===== src/rtl/imem_boot_loader_pkg.sv =====
// Shared definitions for the instruction-memory boot loader: FSM encoding and image framing constants.
package imem_boot_loader_pkg;

    typedef enum logic [2:0] {
        ST_IDLE,
        ST_HDR0,
        ST_HDR1,
        ST_DATA,
        ST_CHK,
        ST_DONE,
        ST_ERR
    } state_t;

    localparam int HDR_BYTES      = 2;
    localparam int BYTES_PER_WORD = 4;

endpackage


===== src/rtl/imem_boot_loader_byte_to_word_packer.sv =====
// Shifts accepted bytes into a little-endian 32-bit word; flags the byte that completes a word.
module byte_to_word_packer
    import imem_boot_loader_pkg::*;
(
    input  logic        clk,
    input  logic        rst,
    input  logic        clr,
    input  logic        byte_en,
    input  logic [7:0]  byte_in,
    output logic [31:0] word_data,
    output logic        word_valid
);

    logic [1:0]  cnt_q, cnt_d;
    logic [31:0] acc_q, acc_d;

    // word_data already includes the incoming byte so the top can register it in the same cycle
    always_comb begin
        acc_d      = acc_q;
        cnt_d      = cnt_q;
        word_valid = 1'b0;
        word_data  = {byte_in, acc_q[31:8]};
        if (clr) begin
            acc_d = '0;
            cnt_d = '0;
        end else if (byte_en) begin
            acc_d      = word_data;
            cnt_d      = cnt_q + 2'd1;
            word_valid = (cnt_q == 2'(BYTES_PER_WORD - 1));
        end
    end

    always_ff @(posedge clk or negedge rst) begin
        if (!rst) begin
            acc_q <= '0;
            cnt_q <= '0;
        end else begin
            acc_q <= acc_d;
            cnt_q <= cnt_d;
        end
    end

endmodule


===== src/rtl/imem_boot_loader.sv =====
// Loads a length-prefixed, XOR-checked byte image into instruction memory, then releases the core.
//  state | meaning
//  IDLE  | waiting for start after reset
//  HDR0  | expecting word-count low byte
//  HDR1  | expecting word-count high byte, length validated here
//  DATA  | packing data bytes, one imem write per 4 bytes
//  CHK   | expecting checksum byte
//  DONE  | image verified, core released
//  ERR   | bad length or checksum, core held in reset
module imem_boot_loader
    import imem_boot_loader_pkg::*;
#(
    parameter int ADDR_WIDTH = 10
) (
    input  logic        clk,
    input  logic        rst,
    input  logic        start,
    input  logic        s_valid,
    input  logic [7:0]  s_data,
    output logic        s_ready,
    output logic        imem_we,
    output logic [31:0] imem_addr,
    output logic [31:0] imem_wd,
    output logic        core_rst,
    output logic        busy,
    output logic        done,
    output logic        err
);

    localparam int CW        = ADDR_WIDTH + 1;
    localparam int MAX_WORDS = 2 ** ADDR_WIDTH;

    state_t         state_q, state_d;
    logic [7:0]     len_lo_q, len_lo_d;
    logic [CW-1:0]  len_q, len_d;
    logic [CW-1:0]  word_idx_q, word_idx_d;
    logic [7:0]     csum_q, csum_d;
    logic           s_ready_q, s_ready_d;
    logic           imem_we_q, imem_we_d;
    logic [31:0]    imem_addr_q, imem_addr_d;
    logic [31:0]    imem_wd_q, imem_wd_d;
    logic           core_rst_q, core_rst_d;
    logic           busy_q, busy_d;
    logic           done_q, done_d;
    logic           err_q, err_d;

    logic           accept;
    logic           pk_clr;
    logic           pk_word_valid;
    logic [31:0]    pk_word;
    logic [15:0]    hdr_n;

    assign accept = s_valid && s_ready_q;
    assign hdr_n  = {s_data, len_lo_q};

    byte_to_word_packer u_packer (
        .clk        (clk),
        .rst        (rst),
        .clr        (pk_clr),
        .byte_en    (accept && (state_q == ST_DATA)),
        .byte_in    (s_data),
        .word_data  (pk_word),
        .word_valid (pk_word_valid)
    );

    always_comb begin
        state_d     = state_q;
        len_lo_d    = len_lo_q;
        len_d       = len_q;
        word_idx_d  = word_idx_q;
        csum_d      = csum_q;
        imem_we_d   = 1'b0;
        imem_addr_d = imem_addr_q;
        imem_wd_d   = imem_wd_q;
        pk_clr      = 1'b0;
        case (state_q)
            ST_IDLE, ST_DONE, ST_ERR: begin
                if (start) begin
                    state_d    = ST_HDR0;
                    csum_d     = '0;
                    word_idx_d = '0;
                    pk_clr     = 1'b1;
                end
            end
            ST_HDR0: begin
                if (accept) begin
                    len_lo_d = s_data;
                    state_d  = ST_HDR1;
                end
            end
            ST_HDR1: begin
                if (accept) begin
                    if ((hdr_n == 16'd0) || ({16'd0, hdr_n} > 32'(MAX_WORDS))) begin
                        state_d = ST_ERR;
                    end else begin
                        len_d   = hdr_n[CW-1:0];
                        state_d = ST_DATA;
                    end
                end
            end
            ST_DATA: begin
                if (accept) begin
                    csum_d = csum_q ^ s_data;
                    if (pk_word_valid) begin
                        imem_we_d   = 1'b1;
                        imem_addr_d = 32'({word_idx_q[ADDR_WIDTH-1:0], 2'b00});
                        imem_wd_d   = pk_word;
                        word_idx_d  = CW'(word_idx_q + 1'b1);
                        if (word_idx_d == len_q) begin
                            state_d = ST_CHK;
                        end
                    end
                end
            end
            ST_CHK: begin
                if (accept) begin
                    state_d = (s_data == csum_q) ? ST_DONE : ST_ERR;
                end
            end
            default: state_d = ST_IDLE;
        endcase

        // status outputs are registered copies of the next-state decode
        s_ready_d  = state_d inside {ST_HDR0, ST_HDR1, ST_DATA, ST_CHK};
        busy_d     = s_ready_d;
        done_d     = (state_d == ST_DONE);
        core_rst_d = (state_d == ST_DONE);
        err_d      = (state_d == ST_ERR);
    end

    always_ff @(posedge clk or negedge rst) begin
        if (!rst) begin
            state_q     <= ST_IDLE;
            len_lo_q    <= '0;
            len_q       <= '0;
            word_idx_q  <= '0;
            csum_q      <= '0;
            s_ready_q   <= 1'b0;
            imem_we_q   <= 1'b0;
            imem_addr_q <= '0;
            imem_wd_q   <= '0;
            core_rst_q  <= 1'b0;
            busy_q      <= 1'b0;
            done_q      <= 1'b0;
            err_q       <= 1'b0;
        end else begin
            state_q     <= state_d;
            len_lo_q    <= len_lo_d;
            len_q       <= len_d;
            word_idx_q  <= word_idx_d;
            csum_q      <= csum_d;
            s_ready_q   <= s_ready_d;
            imem_we_q   <= imem_we_d;
            imem_addr_q <= imem_addr_d;
            imem_wd_q   <= imem_wd_d;
            core_rst_q  <= core_rst_d;
            busy_q      <= busy_d;
            done_q      <= done_d;
            err_q       <= err_d;
        end
    end

    assign s_ready   = s_ready_q;
    assign imem_we   = imem_we_q;
    assign imem_addr = imem_addr_q;
    assign imem_wd   = imem_wd_q;
    assign core_rst  = core_rst_q;
    assign busy      = busy_q;
    assign done      = done_q;
    assign err       = err_q;

endmodule


===== config.mk =====
export PLATFORM = sky130hd
export DESIGN_NAME = imem_boot_loader
export DESIGN_NICKNAME = d
export VERILOG_FILES = /design/src/rtl/imem_boot_loader_pkg.sv /design/src/rtl/imem_boot_loader_byte_to_word_packer.sv /design/src/rtl/imem_boot_loader.sv
export SDC_FILE = /design/constraint.sdc
export NUM_CORES = 1
export LEC_CHECK = 0
export ABC_CLOCK_PERIOD_IN_PS = 2900
export BUFFER_PORTS_ARGS = -buffer_cell sky130_fd_sc_hd__buf_2
export CORE_UTILIZATION = 35
export CTS_CLUSTER_DIAMETER = 60
export DETAILED_ROUTE_END_ITERATION = 8
export MAX_ROUTING_LAYER = met4
export PLACE_DENSITY = 0.58
export SLEW_MARGIN = 20
export SYNTH_ARGS = -nofsm -noshare
export SYNTH_HDL_FRONTEND = slang
export SYNTH_HIERARCHICAL = 1
export SYNTH_SLANG_ARGS = --single-unit
export TNS_END_PERCENT = 5

===== constraint.sdc =====
create_clock -name clk -period 2.9 [get_ports clk]
set_input_delay 0.29 -clock clk [delete_from_list [all_inputs] [get_ports clk]]
set_output_delay 0.29 -clock clk [all_outputs]
set_load 0.01 [all_outputs]

Yosys cells after proc, flatten, opt, wreduce, memory -nomap -nowiden
Cells that the tools add are included.
{ "totals": {"ff_bits": 121, "in_bits": 12, "output_inout_bits": 70} }
{ "classes": {"add_sub_neg": 2, "magnitude_cmp": 1, "n_eq_ne": 18, "n_mux": 28, "bitwise": 2, "n_reduce_logical": 14} }
{ "op_table": {"columns": ["cell", "count"], "rows": [
  ["32-bit 2-to-1 mux", 2],
  ["11-bit 2-to-1 mux", 3],
  ["3-bit 2-to-1 mux", 8],
  ["11-bit one-hot mux with 2 select lines", 1],
  ["3-bit equality test (second input constant)", 6],
  ["16-bit by 11-bit greater-than comparator with 1-bit output (second input constant)", 1],
  ["16-bit logical NOT", 1],
  ["8-bit 2-to-1 mux", 2],
  ["8-bit one-hot mux with 2 select lines", 1],
  ["3-bit one-hot mux with 5 select lines", 1],
  ["3-bit by 2-bit equality test with 1-bit output (second input constant)", 4],
  ["11-bit by 1-bit adder with 11-bit output (second input constant)", 1],
  ["11-bit equality test", 1],
  ["3-bit AND reduction", 3],
  ["8-bit equality test", 1],
  ["8-bit bitwise XOR", 1],
  ["1-bit 2-to-1 mux", 7],
  ["3-bit by 1-bit equality test with 1-bit output (second input constant)", 2],
  ["2-bit 2-to-1 mux", 3],
  ["2-bit != test (second input constant)", 3],
  ["4-bit AND reduction", 1],
  ["2-bit nonzero test", 2],
  ["4-bit nonzero test", 1],
  ["3-bit logical NOT", 1],
  ["other kinds (7)", 8]
]} }

Longest topological paths before layout
{ "depth": {"depth_word": 9, "mapped_depth": 13, "mapped_depth_nobuf": 10} }

By module
The synthesis kept the hierarchy.
{ "by_module_without_submodules": {"columns": ["module", "instances", "cells_each", "area_each_um2"], "rows": [
  ["imem_boot_loader", 1, 472, 4286.6],
  ["byte_to_word_packer", 1, 95, 1156.1]
]} }

Least setup slack after synthesis
No wires, ideal clock.
{ "synth_timing": {"path_kind": "reg-to-reg", "start": "register state_q[0]", "end": "register busy_q, in the netlist busy", "setup_ns": 0.128, "arrival_ns": 2.392, "required_ns": 2.772, "setup_slack_ns": 0.380, "path_stages_with_launch": 14, "cell_sequence": "dfrtp_1 clkbuf_1 nor2_1 o21ai_0 a31oi_1 buf_2 buf_2 nor2_1 and4_1 o2111a_1 o311ai_2 nor4_4 or2_1 mux2i_1"} }
{ "synth_via": {"elab_chain_cells": 9, "elab_cells_between_ends": 25, "classes_between": "eq/ne (10); mux (11); reduce/logical (4)"} }
{ "synth_rtl": {"columns": ["item", "line", "source"], "rows": [
  ["from (decl)", "imem_boot_loader.sv:33", "state_t state_q, state_d;"],
  ["from (signal assigned)", "imem_boot_loader.sv:147", "state_q <= state_d;"],
  ["3-bit equality test or 3-bit logical NOT (tied branches)", "imem_boot_loader.sv:76", "case (state_q)"],
  ["3-bit OR reduction *", "imem_boot_loader.sv:76", null],
  ["1-bit 2-to-1 mux *", "imem_boot_loader.sv:76", null],
  ["via pk_clr", "imem_boot_loader.sv:48", "logic pk_clr;"],
  ["1-bit 2-to-1 mux *", "imem_boot_loader_byte_to_word_packer.sv:23", "if (clr) begin"],
  ["via pk_word_valid", "imem_boot_loader.sv:49", "logic pk_word_valid;"],
  ["3-bit 2-to-1 mux *", "imem_boot_loader.sv:104", "if (pk_word_valid) begin"],
  ["3-bit 2-to-1 mux *", "imem_boot_loader.sv:102", "if (accept) begin"],
  ["3-bit one-hot mux with 5 select lines *", "imem_boot_loader.sv:76", null],
  ["3-bit by 1-bit equality test with 1-bit output (tied with other cells)", "imem_boot_loader.sv:124", "s_ready_d = state_d inside {ST_HDR0, ST_HDR1, ST_DATA, ST_CHK};"],
  ["4-bit nonzero test *", "imem_boot_loader.sv:124", null],
  ["via busy_d", "imem_boot_loader.sv:43", "logic busy_q, busy_d;"],
  ["to (signal assigned)", "imem_boot_loader.sv:157", "busy_q <= busy_d;"],
  ["to (decl)", "imem_boot_loader.sv:43", null]
]} }
The timed path passes the listed nets; every way through them passes the cells marked *.
A chain may end at the register's enable or synchronous reset.

Worst setup path in the final report
{ "layout_timing": {"start": "register word_idx_q[0]", "end": "register busy_q, in the netlist busy"} }
{ "layout_via": {"elab_chain_cells": 8, "elab_cells_between_ends": 11, "classes_between": "add/sub (1); eq/ne (5); mux (4); reduce/logical (1)"} }
{ "layout_rtl": {"columns": ["item", "line", "source"], "rows": [
  ["from (decl)", "imem_boot_loader.sv:36", "logic [CW-1:0] word_idx_q, word_idx_d;"],
  ["from (signal assigned)", "imem_boot_loader.sv:150", "word_idx_q <= word_idx_d;"],
  ["11-bit by 1-bit adder with 11-bit output *", "imem_boot_loader.sv:108", "word_idx_d = CW'(word_idx_q + 1'b1);"],
  ["11-bit equality test *", "imem_boot_loader.sv:109", "if (word_idx_d == len_q) begin"],
  ["3-bit 2-to-1 mux *", "imem_boot_loader.sv:109", null],
  ["3-bit 2-to-1 mux *", "imem_boot_loader.sv:104", null],
  ["3-bit 2-to-1 mux *", "imem_boot_loader.sv:102", null],
  ["3-bit one-hot mux with 5 select lines *", "imem_boot_loader.sv:76", null],
  ["3-bit by 1-bit equality test with 1-bit output (tied with other cells)", "imem_boot_loader.sv:124", null],
  ["4-bit nonzero test *", "imem_boot_loader.sv:124", null],
  ["via busy_d", "imem_boot_loader.sv:43", null]
]} }
Marked as above.

==> reports/summary.md <==
The worst stage delay on the critical path is 0.47 ns, and the worst-margin pin slew is 0.9233 ns. The number of buffers created by CTS came out at 17. Data arrives at the worst endpoint at 2.84 ns. The maximum root-to-sink buffer count was 2. The flip-flop cell with the highest count after synthesis was sky130_fd_sc_hd__dfrtp_1. The final period utilization came out at 0.8706. Power density of the placed cells: 876.6 nW/um^2. Among all stages on the critical path, the largest delay is contributed by sky130_fd_sc_hd__dfrtp_1. The multiplexer area fraction after synthesis was 0.08759; the worst reg-to-reg path cell count was 8. From bottom edge to top edge, the die measures 126.7 um. The net count reported at finish is 631. The flow ran to the end, and the final reports show no timing, DRC or antenna violations. The floorplan has 45 rows. After routing the design area is 6357 um^2. Derived from the worst setup path, the maximum achievable clock frequency is 0.3961 GHz. The top-area cell type share of the netlist area is 0.5195, and the total congestion overflow after global routing is 0. The tool flagged a number of max-cap violations equal to 0. The aggregate negative setup slack came out at 0 ns.

In this run the worst setup path begins at word_idx_q[0]. Area taken by multi-input logic gates: 2252 um^2. The path class of the tightest hold or removal check is primary input to flip-flop. The share of the synthesized area in compound gates (AO/OA/AOI/OAI) was 0.07632. After detailed placement, the total cell area comes to 5744 um^2. For this block, the initial DRC count from the detailed router was 257. By count the netlist is led by sky130_fd_sc_hd__nand2_1 (151), sky130_fd_sc_hd__dfrtp_1 (113), sky130_fd_sc_hd__nor2_1 (46). The clock slew seen by the registers of the worst setup and hold paths works out to 0.05 ns. The simple-gate share of the synthesized area is 0.1933.

The mean instance size in the synthesized netlist is 9.599 um^2. The most critical setup path has its endpoint at busy. The worst path needs 2.525 ns of the cycle, external delays included.

The tools report the area of the core as 15200 um^2. The origin of the critical flop-to-flop path is word_idx_q[0]. Power comes to 5.573 mW. The biggest area contributor in the post-synthesis netlist is sky130_fd_sc_hd__dfrtp_1. Main combinational cell family by area after synthesis: simple AND/OR/NAND/NOR gates. Detailed placement ended at an HPWL of 8.321 mm. Setup repair after global routing left no endpoint under its margin. Number of sinks on the clock net: 113.

The residual DRC count is 0, and the number of antenna violations at the first check in global routing is 0. The most common cell in the synthesized netlist is sky130_fd_sc_hd__nand2_1. The area growth from synthesis to layout is 16.80%. Along the worst path, the maximum fanout reaches 7. In this run the number of cells on the critical path is 8. The fraction of layout instances using a drive strength above 1 is 0.2114.

The run gives 5443 um^2 as the cell area after synthesis. The final-report setup violation count is 0. The final weighted congestion of routability-driven global placement was 0.8330.

For the synthesized instance count, the log shows 567. The synthesized design contains 0 enable-type register cells. The global-route total usage across every layer was 0.1700; the floorplan die area was 16050 um^2. STA classifies the critical path startpoint as a flip-flop. The post-synthesis adder-cell area fraction was 0.004598. In the final routed layout, each cell accounts on average for 14.78 um.

The first global-routing pass estimated 20.64 mm of wire. Pin placement for this block handled 82 I/O pins. Together, buffers and inverters on the worst path number 0.

The count of nets left with antenna violations once routing finished came out at 0. For this block, the via count after detailed routing is 3956. The tree is rooted in a sky130_fd_sc_hd__clkbuf_16.

TritonCTS built the clock tree. The tools report the static leakage as 3.246 nW. The length of the first detailed-routing pass in iterations was 4. The proportion of synthesized flip-flops having asynchronous set or reset came out at 1.000. Entering global routing, the biggest net connects 57 pins. Using the TritonRoute via totals, the vias-per-cell ratio works out to 4.842.

The latest clock arrival within the worst-skew pair is 0.41 ns. The post-synthesis register bit count is 113. For the number of global-route vias before repair, the log shows 3985. In this run the horizontal extent of the chip is 126.7 um. The max-slew violation total from the final report came out at 0.

Gate family responsible for the most delay along the worst path: simple AND/OR/NAND/NOR gates. The run gives 0.3580 as the initial standard-cell utilization of the core. The hold violation count in the final report came out at 0. In the final layout, flip-flops and latches occupy 2828 um^2.

Counting the fill cells in the layout gives 1471. The sequential-to-total area share from yosys stat is 0.5195. After synthesis, the cell types taking the most area are sky130_fd_sc_hd__dfrtp_1 (52%), sky130_fd_sc_hd__nand2_1 (10%), sky130_fd_sc_hd__mux2i_1 (5.0%), sky130_fd_sc_hd__buf_4 (4.6%), sky130_fd_sc_hd__mux2_2 (3.5%).

Setup slack on the worst reg-to-reg path comes out at 0.38 ns. The worst relative slew slack is 0.3844. The worst reg2reg path endpoint is busy.

Across the VDD grid, the largest voltage drop is 0.5442 mV. Yosys mapped the design onto 53 distinct sky130hd cell types. Walking the worst path, the cells encountered are ha_1 > nand2_1 > nor3_2 > mux2_2 > nand4_2 > nor3_1 > o211ai_1 > mux2i_1.

The run gives 12.08 mm as the total routed wirelength. For the count of antenna diodes in the layout, the log shows 0. The CTS H-tree depth is 4. The worst setup path is captured at a flip-flop.

The xor-xnor portion of the synthesized cell area works out to 0.03379. The clock arrives with 0.008477 ns of skew. The critical path is of the flip-flop to flip-flop type.

The quantity of gates resized following cts is 0, and the critical path data required time is 3.22 ns. The port buffer count is 59. Yosys printed 6 warnings.
[sequential cells by signal, summed over array words and instances (netlist names), 2 cells and up]
register,flops
u_packer/acc_q,24
imem_wd,32
len_q,11
state_q,3
csum_q,8
len_lo_q,8
u_packer/cnt_q,2
word_idx_q,11
imem_addr,10
[repair_timing]
action	4_1_cts	5_1_grt
hold buffers	1	0
buffers inserted	0	0
hold endpoints to repair	49	0
[layout make-up]
class	instances	share of cell area
tap	188	0.03700
timing repair buffer	71	0.06141
clock inverter	11	0.02145
multi-input combinational	401	0.3543
inverter	13	0.007676
sequential	113	0.4448
clock buffer	20	0.07341
[cells by family (layout without fill, tap and decap cells)]
| kind of cell | count (synthesis) | count (layout) |
|---|---|---|
| flops | 113 | 113 |
| mux | 45 | 45 |
| xor+xnor | 21 | 21 |
| buf+inv | 74 | 115 |
| simple gates | 244 | 244 |
| other cells | 1 | 22 |
| compound gates | 67 | 67 |
| fa+ha+maj | 2 | 2 |
[how the worst min path moves through the flow]
stage / from / end / slack (ns) / cells after the start
floorplan: rst / busy / -0.006 / 0
global placement: rst / imem_wd[22] / 0.35 / 1
detailed placement: rst / imem_wd[22] / 0.37 / 1
CTS: s_data[6] / imem_wd[30] / 0.16 / 3
global route: s_data[6] / imem_wd[30] / 0.17 / 3
finish: s_data[6] / imem_wd[30] / 0.17 / 3
[stage by stage]
stage	worst slack (ns)	util	hold WS, ns	std cells
floorplan	0.3802	-	-0.005591	588
global placement	0.5571	0.3779	0.3535	785
detailed placement	0.4693	0.3779	0.3652	785
CTS	0.4030	0.4182	0.1634	817
global route	0.2309	0.4182	0.1743	817
finish	0.3753	0.4182	0.1713	817
[placed cells by master, fill, tap and decap left out, drive strengths merged, types with 2 or more instances in the layout]
cell and instances:
o31ai 4, nor3 13, dfrtp 113, and2 2, ha 2, mux2 18
nand2 151, a21oi 13, xor2 10, nand3 8, o21ai 34, or2 3
nand4 5, conb 22, nor2 47, nand3b 2, inv 13, buf 70
clkbuf 20, o211ai 2, xnor2 11, nor4 4, bufinv 3, and3 2
a31oi 3, nand2b 4, mux2i 27, clkinv 7
[power breakdown]
| group | total, mW | switching (mW) | internal (mW) |
|---|---|---|---|
| Sequential | 2.24 | 0.305 | 1.94 |
| Clock | 2.10 | 0.699 | 1.40 |
| Combinational | 1.23 | 0.715 | 0.514 |
[worst min-delay path: cells and delay by family]
family,cells,cell delay (ns)
buffers and inverters,1,0.15
AND/OR/NAND/NOR,2,0.11
[layer usage]
layer | track usage | wire length [um] | part of all wire | up-vias
met3 | 0.03543 | 548 | 0.045 | 18
met5 | - | 0 | 0 | -
met1 | 0.2195 | 5684 | 0.47 | 1902
li1 | - | - | - | 1934
met2 | 0.2603 | 5638 | 0.47 | 102
met4 | 0.07213 | 206 | 0.017 | 0
Power figures use the tool's default switching activity.
